--- src/rtl/adc_pkg.sv ---
// rtl/adc_pkg.sv - shared ADC sample width and sample type
package adc_pkg;

    localparam int ADC_W = 12;

    typedef logic [ADC_W-1:0] adc_sample_t;

endpackage

--- src/rtl/sync_fifo.sv ---
// rtl/sync_fifo.sv - first-word-fall-through synchronous FIFO with flush
module sync_fifo #(
    parameter int WIDTH = 12,
    parameter int DEPTH = 4
) (
    input  logic                     clk,
    input  logic                     rst_n,
    input  logic                     clear,
    input  logic                     push,
    input  logic                     pop,
    input  logic [WIDTH-1:0]         din,
    output logic [WIDTH-1:0]         dout,
    output logic                     full,
    output logic                     empty,
    output logic [$clog2(DEPTH):0]   level
);

    localparam int AW = $clog2(DEPTH);

    logic [WIDTH-1:0] r_mem [DEPTH];
    logic [AW-1:0]    r_wr_ptr;
    logic [AW-1:0]    r_rd_ptr;
    logic [AW:0]      r_level;

    logic w_push;
    logic w_pop;

    assign empty  = (r_level == '0);
    assign full   = (r_level == (AW+1)'(DEPTH));
    assign w_pop  = pop && !empty;
    // A full FIFO can still take a write when the head leaves in the same cycle.
    assign w_push = push && (!full || w_pop);

    assign dout  = empty ? '0 : r_mem[r_rd_ptr];
    assign level = r_level;

    always_ff @(posedge clk or negedge rst_n) begin
        if (!rst_n) begin
            r_wr_ptr <= '0;
            r_rd_ptr <= '0;
            r_level  <= '0;
        end else if (clear) begin
            r_wr_ptr <= '0;
            r_rd_ptr <= '0;
            r_level  <= '0;
        end else begin
            if (w_push) r_wr_ptr <= r_wr_ptr + AW'(1);
            if (w_pop)  r_rd_ptr <= r_rd_ptr + AW'(1);
            if (w_push && !w_pop)
                r_level <= r_level + (AW+1)'(1);
            else if (!w_push && w_pop)
                r_level <= r_level - (AW+1)'(1);
        end
    end

    always_ff @(posedge clk) begin
        if (w_push && !clear)
            r_mem[r_wr_ptr] <= din;
    end

endmodule

--- src/rtl/adc_decimator.sv ---
// rtl/adc_decimator.sv - block-average decimator feeding an output FIFO
// Optional round-half-up averaging enabled by macro ADC_DECIMATOR_ROUND_EN.
module adc_decimator
    import adc_pkg::*;
#(
    parameter int LOG2_N = 2,
    parameter int DEPTH  = 4
) (
    input  logic                     clk,
    input  logic                     rst_n,
    input  logic [ADC_W-1:0]         data_i,
    input  logic                     valid_i,
    input  logic                     clear_i,
    output logic [ADC_W-1:0]         data_o,
    output logic                     valid_o,
    input  logic                     ready_i,
    output logic [$clog2(DEPTH):0]   level_o,
    output logic                     overrun_o
);

    localparam int ACC_W = ADC_W + LOG2_N;
    localparam int CNT_W = (LOG2_N > 0) ? LOG2_N : 1;
    localparam logic [CNT_W-1:0] CNT_LAST = CNT_W'((2**LOG2_N) - 1);
`ifdef ADC_DECIMATOR_ROUND_EN
    localparam logic [ACC_W-1:0] RND_ADD = ACC_W'((2**LOG2_N) / 2);
`else
    localparam logic [ACC_W-1:0] RND_ADD = '0;
`endif

    logic [ACC_W-1:0] r_acc;
    logic [CNT_W-1:0] r_count;
    logic             r_overrun;

    logic [ACC_W-1:0] w_sum;
    adc_sample_t      w_avg;
    logic             w_last;
    logic             w_pop;
    logic             w_full;
    logic             w_empty;
    logic             w_drop;

    assign w_sum  = r_acc + ACC_W'(data_i);
    assign w_avg  = ADC_W'((w_sum + RND_ADD) >> LOG2_N);
    assign w_last = valid_i && (r_count == CNT_LAST);
    assign w_pop  = !w_empty && ready_i;
    assign w_drop = w_last && w_full && !w_pop;

    assign valid_o   = !w_empty;
    assign overrun_o = r_overrun;

    sync_fifo #(
        .WIDTH (ADC_W),
        .DEPTH (DEPTH)
    ) u_fifo (
        .clk   (clk),
        .rst_n (rst_n),
        .clear (clear_i),
        .push  (w_last && !clear_i),
        .pop   (ready_i && !clear_i),
        .din   (w_avg),
        .dout  (data_o),
        .full  (w_full),
        .empty (w_empty),
        .level (level_o)
    );

    // A dropped average still restarts the block so the next window stays aligned.
    always_ff @(posedge clk or negedge rst_n) begin
        if (!rst_n) begin
            r_acc     <= '0;
            r_count   <= '0;
            r_overrun <= 1'b0;
        end else if (clear_i) begin
            r_acc     <= '0;
            r_count   <= '0;
            r_overrun <= 1'b0;
        end else if (valid_i) begin
            if (w_last) begin
                r_acc   <= '0;
                r_count <= '0;
                if (w_drop) r_overrun <= 1'b1;
            end else begin
                r_acc   <= w_sum;
                r_count <= r_count + CNT_W'(1);
            end
        end
    end

endmodule

--- config.mk ---
export PLATFORM = sky130hd
export DESIGN_NAME = adc_decimator
export DESIGN_NICKNAME = d
export VERILOG_FILES = /design/src/rtl/adc_pkg.sv /design/src/rtl/sync_fifo.sv /design/src/rtl/adc_decimator.sv
export SDC_FILE = /design/constraint.sdc
export NUM_CORES = 1
export LEC_CHECK = 0
export CELL_PAD_IN_SITES_DETAIL_PLACEMENT = 1
export CELL_PAD_IN_SITES_GLOBAL_PLACEMENT = 2
export CORE_MARGIN = 2
export CORE_UTILIZATION = 40
export CTS_CLUSTER_DIAMETER = 100
export DETAILED_ROUTE_END_ITERATION = 7
export PLACE_DENSITY = 0.84
export SLEW_MARGIN = 20
export SYNTH_ARGS = -nofsm -noshare
export SYNTH_HDL_FRONTEND = slang
export SYNTH_HIERARCHICAL = 1
export SYNTH_SLANG_ARGS = --single-unit
--- constraint.sdc ---
create_clock -name clk -period 3 [get_ports clk]
set_input_delay 0.3 -clock clk [delete_from_list [all_inputs] [get_ports clk]]
set_output_delay 0.3 -clock clk [all_outputs]
set_load 0.1 [all_outputs]
Word level (Yosys, flattened, before mapping):

Memories as Yosys holds them, arrays and structs flattened.
Cells that the tools add are included.

* flip-flop bits (word level): 24
* RAM bits: 48
* bits of input ports: 17
* output and inout port bits: 17
* memories kept: 1

Memories
* u_fifo.r_mem: words 4, width 12, rd ports 1, clocked after Yosys merged registers in 0, wr ports 1, line sync_fifo.sv:20 `logic [WIDTH-1:0] r_mem [DEPTH];`

* add/sub/neg operators: 6
* equal/unequal tests: 2
* mux-type cells: 20
* reductions and logical operators: 26

Operators with widths (count)
* 14-bit two-way mux: 3
* 14-bit by 12-bit adder with 14-bit output: 1
* 2-bit two-way mux: 7
* 12-bit two-way mux: 1
* 1-bit logical AND: 11
* 2-bit nonzero test: 5
* 3-bit two-way mux: 3
* 2-bit by 1-bit adder with 2-bit output (second input constant): 3
* 1-bit logical NOT: 6
* 1-bit two-way mux: 6
* 3-bit by 1-bit adder with 3-bit output (second input constant): 1
* 3-bit equality test (second input constant): 1
* 3-bit logical NOT: 1
* 3-bit AND reduction: 1
* 3-bit nonzero test: 1
* 3-bit by 1-bit subtractor with 3-bit output (second input constant): 1
* 2-bit equality test (second input constant): 1
* 1-bit logical OR: 1

Logic depth before layout (Yosys ltp):

* word-level depth: 10
* depth in mapped cells: 8
* depth with buffers taken out: 7

Cells and area by module:

Netlist, hierarchy kept.

Modules (own cells, without submodules)
* sync_fifo: instances 1, cells each 139, area each 2392.3 um2, seq. area each 1616.6 um2
* adc_decimator: instances 1, cells each 142, area each 1332.5 um2, seq. area each 425.4 um2

Worst setup path before layout:

No wires, ideal clock.

* path type: flip-flop to output port
* from: register u_fifo.r_level[0] (netlist: u_fifo/level[0])
* to: output data_o[10]
* data arrival time: 2.904 ns
* required time: 2.700 ns
* setup slack: -0.204 ns
* cell stages (with the launch flop): 5
* cell sequence: dfrtp_1 buf_2 nor3_1 clkbuf_1 nor2b_1

* longest elaborated chain between the ends: 2

RTL lines
* start, declared: line sync_fifo.sv:23 `logic [AW:0] r_level;`
* start signal, assigned: line sync_fifo.sv:50 `r_level <= r_level + (AW+1)'(1);`
* start signal, assigned: line sync_fifo.sv:52 `r_level <= r_level - (AW+1)'(1);`
* 3-bit logical NOT: line sync_fifo.sv:28 `assign empty = (r_level == '0);`
* named net w_empty: line adc_decimator.sv:39 `logic w_empty;`
* 12-bit two-way mux: line sync_fifo.sv:34 `assign dout = empty ? '0 : r_mem[r_rd_ptr];`
* end, declared: line adc_decimator.sv:14 `output logic [ADC_W-1:0] data_o,`

The timed path passes the listed nets, and every way through them passes these cells.

Worst setup path after layout:

* from: register r_acc[0]
* to: register r_acc[10]

* longest elaborated chain between the ends: 4

RTL lines
* start, declared: line adc_decimator.sv:30 `logic [ACC_W-1:0] r_acc;`
* start signal, assigned: line adc_decimator.sv:83 `r_acc <= w_sum;`
* 14-bit by 12-bit adder with 14-bit output: line adc_decimator.sv:42 `assign w_sum = r_acc + ACC_W'(data_i);`
* named net w_avg[8]: line adc_decimator.sv:35 `adc_sample_t w_avg;`
* 14-bit two-way mux: line adc_decimator.sv:78 `if (w_last) begin`
* 14-bit two-way mux: line adc_decimator.sv:77 `end else if (valid_i) begin`
* 14-bit two-way mux: line adc_decimator.sv:73 `end else if (clear_i) begin`

The timed path passes the listed nets, and every way through them passes these cells. The select of a mux whose other input is x is not followed.
A chain may end at the register's enable or synchronous reset.

==> impl_metrics.py <==
metrics = {
    "logic_synthesis": {
        "synth_warnings": 6,
        "ys_seq_area_frac": 0.548,
        "syn_inst": 281,
        "synth-main-ff-cell": "edfxtp_1",
        "yosysMostFrequentCell": "edfxtp_1",
        "netlist_top_cells_area": "edfxtp_1 (39%), dfrtp_1 (16%), mux4_2 (7.3%)",
        "avgSynthCellArea_um2": 13.3,
        "synth_edf_count": 48,
        "syn-num-nets": 317,
        "syn_area_um2": 3720,
        "synth_cell_types": 57,
        "synth_seq_cells": 72,
        "synth.top_cell.area_share": 0.387,
        "synth_common_cells": "edfxtp_1 (48), dfrtp_1 (24), nor2_1 (18), ha_1 (17), nor2b_1 (17)",
        "synth_top_cell_by_area": "edfxtp_1",
        "synthArstFlopShare": 0.333,
    },
    "timing": {
        "rsz0062_at_grt": "no",
        "fin_crit_sh": 0.788,
        "hold_slack_ps": 351,
        "maxSlewViolCount": 0,
        "period_needed_ps": 2360,
        "fin_skew_ps": 5.42,
        "relSlewSlack": 0.555,
        "fmax_ghz": 0.423,
        "hold_viol_final": 0,
        "setup_viol": 0,
        "worst_pin_slew_ps": 667,
    },
    "placed_design": {
        "place_congestion": 0.794,
        "dpl.cell_count": 424,
        "portBuffers": 33,
        "dpl.hpwl_um": 5650,
    },
    "global_route": {
        "grt_pass1_wl_um": 13000,
        "grt_usage": 0.170,
        "first_global_vias": 2513,
        "antenna_found_initial": 0,
        "grt_max_degree": 25,
        "grt-ovfl-total": 0,
    },
    "power_and_ir_drop": {
        "vdd_drop_max_mv": 0.211,
        "seqPwrFrac": 0.496,
        "p_int_mw": 1.70,
        "power_density_nw_per_um2": 543,
        "combPwrFrac": 0.183,
        "swShare": 0.283,
        "power_switching_uw": 673,
        "p_leak_nw": 1.74,
        "clkPwrFrac": 0.322,
    },
    "worst_setup_path": {
        "crit_chain": "ha_1 -> fa_1 -> a21o_1 -> a221oi_2 -> buf_4 -> o21ai_1 -> xor2_1 -> a22o_1",
        "critical_path_class": "flop to flop",
        "crit_fanout": 5,
        "cpPeakStageDelay_ps": 420,
        "required_ps": 3280,
        "worstSetupEndpointType": "flop",
        "arrival_ps": 2650,
        "slowest_stage": "fa_1",
        "startpoint_type": "flop",
    },
    "cells_and_area": {
        "fillerInstances": 957,
        "post_layout_nonfiller_instances": 440,
        "layout-drive-gt1-share": 0.191,
        "final_util": 0.478,
        "area_growth_pct": 17.4,
        "antennaDiodeCount": 0,
        "final_nets": 360,
    },
    "clock_tree": {
        "clkLatencyLatePin_ps": 340,
        "hold_buffers": 0,
        "cts.repair.resized": 0,
        "cts_tree": "yes",
        "cts_made_buffers": 9,
        "path_clk_slew_ps": 80,
        "numClockSinks": 72,
        "post_cts_buffers": 0,
        "clockBufferDepth": 2,
        "cts.htree.levels": 3,
        "root_buffer": "clkbuf_8",
    },
    "detailed_routing": {
        "first_iter_violations": 76,
        "via_count": 2401,
        "drc": 0,
        "ant_nets": 0,
        "drt_wl_total_um": 7980,
        "drt-pass1-iter-count": 4,
        "viasPerCell": 5.46,
        "wl_per_cell_um": 18.1,
    },
    "floorplanning": {
        "coreArea_um2": 9150,
        "num_rows": 35,
        "io_pins": 34,
        "die-area_um2": 10100,
        "die_h_um": 101,
        "chipWidth_um": 101,
        "initial_core_util": 0.407,
    },
    "worst_hold_path": {
        "min-delay-path-class": "input pin to asynchronous set/reset pin",
    },
    "status": {
        "status": "finished, final reports clean",
    },
    "job": {
        "cap_violations": 0,
    },
}
==> sequential cells by signal, summed over array words and instances, names as in the netlist <==
register,flops
overrun_o,1
r_acc,14
r_count,2
u_fifo/level,3
u_fifo/r_mem,48
u_fifo/r_rd_ptr,2
u_fifo/r_wr_ptr,2
==> final timing paths <==
check	from	to	slack, ps	cells after the start
setup / recovery	r_acc[0]	r_acc[10]	640	8
hold / removal	rst_n	r_acc[4]	350	2
setup reg to reg	r_acc[0]	r_acc[10]	640	8
hold reg to reg	r_count[0]	r_count[0]	500	1
max in group asynchronous	rst_n	r_acc[3]	2360	2
min in group clk	r_count[0]	r_count[0]	500	1
==> worst max-delay path, delay by kind of cell, from the launching register on <==
kind,cells,cell delay (ps)
adders and majority gates,2,630
xor gates and xnor gates,1,340
buffers and inverters,1,180
AOI/OAI and AO/OA,4,760
DFF,1,390
==> per-stage QoR <==
step | area (um^2) | total power [mW] | TNS [ps] | worst slack, ps
floorplan | 3720 | 1.49 | -1840 | -204
global route | 4370 | 2.49 | 0 | 485
CTS | 4370 | 2.40 | 0 | 621
detailed placement | 4180 | 1.63 | 0 | 280
finish | 4370 | 2.37 | 0 | 637
global placement | 4180 | 1.61 | 0 | 382
==> cells by family (layout without fill, tap and decap cells) <==
group           after synthesis  in the layout  share of synthesized area
buf+inv                      22             70                     0.0269
flops                        72             72                      0.548
xor+xnor                     12             12                     0.0282
simple gates                 81             81                      0.124
fa+ha+maj                    19             19                     0.0679
mux                          18             18                     0.0907
compound gates               57             57                      0.114
==> layout make-up <==
cell class              instances  area, um^2  share of cell area
flip-flops and latches         72        2040               0.467
multi-input cells             187        1590               0.362
repair buffers                 45         378              0.0864
well taps                     111         139              0.0318
clock buffers                   9         124              0.0283
clock inverters                 7        72.6              0.0166
inverters                       9        33.8             0.00772
==> power groups by stage <==
stage                     Clock (mW)  Combinational, mW  Sequential [mW]
after floorplan                    0              0.297             1.19
after global placement             0              0.414             1.20
after detailed placement           0              0.434             1.20
after CTS                      0.786              0.434             1.18
after global routing           0.822              0.483             1.18
final                          0.763              0.434             1.18
==> layer usage <==
metal,part of all wire,global-route usage
met5,0,0
met4,0.011,0.0569
met3,0.023,0.0277
met2,0.48,0.271
met1,0.49,0.241
==> cells in the final DEF, fill, tap and decap left out, types with 3 or more instances in the layout <==
cell / Yosys / layout
clkdlybuf4s50_1: 0 / 16
nand2_1: 8 / 8
dfrtp_1: 24 / 24
a21oi_1: 6 / 6
nor2_1: 18 / 17
o21ai_0: 7 / 7
nand2b_1: 4 / 4
nor3b_1: 5 / 5
and4_1: 3 / 3
edfxtp_1: 48 / 48
a22o_1: 9 / 9
inv_1: 9 / 9
and2_1: 4 / 4
nor3_1: 3 / 3
o211ai_1: 3 / 3
or3_1: 6 / 6
a31oi_1: 4 / 4
mux2i_1: 3 / 3
xor2_1: 5 / 5
buf_4: 1 / 29
mux4_2: 12 / 12
nand3_1: 3 / 3
a21o_1: 6 / 6
ha_1: 17 / 17
xnor2_1: 7 / 7
clkinv_4: 0 / 3
o21ai_1: 3 / 3
clkbuf_8: 0 / 9
and3_1: 3 / 3
nor2b_1: 17 / 17
(Power assumes the default switching activity.)
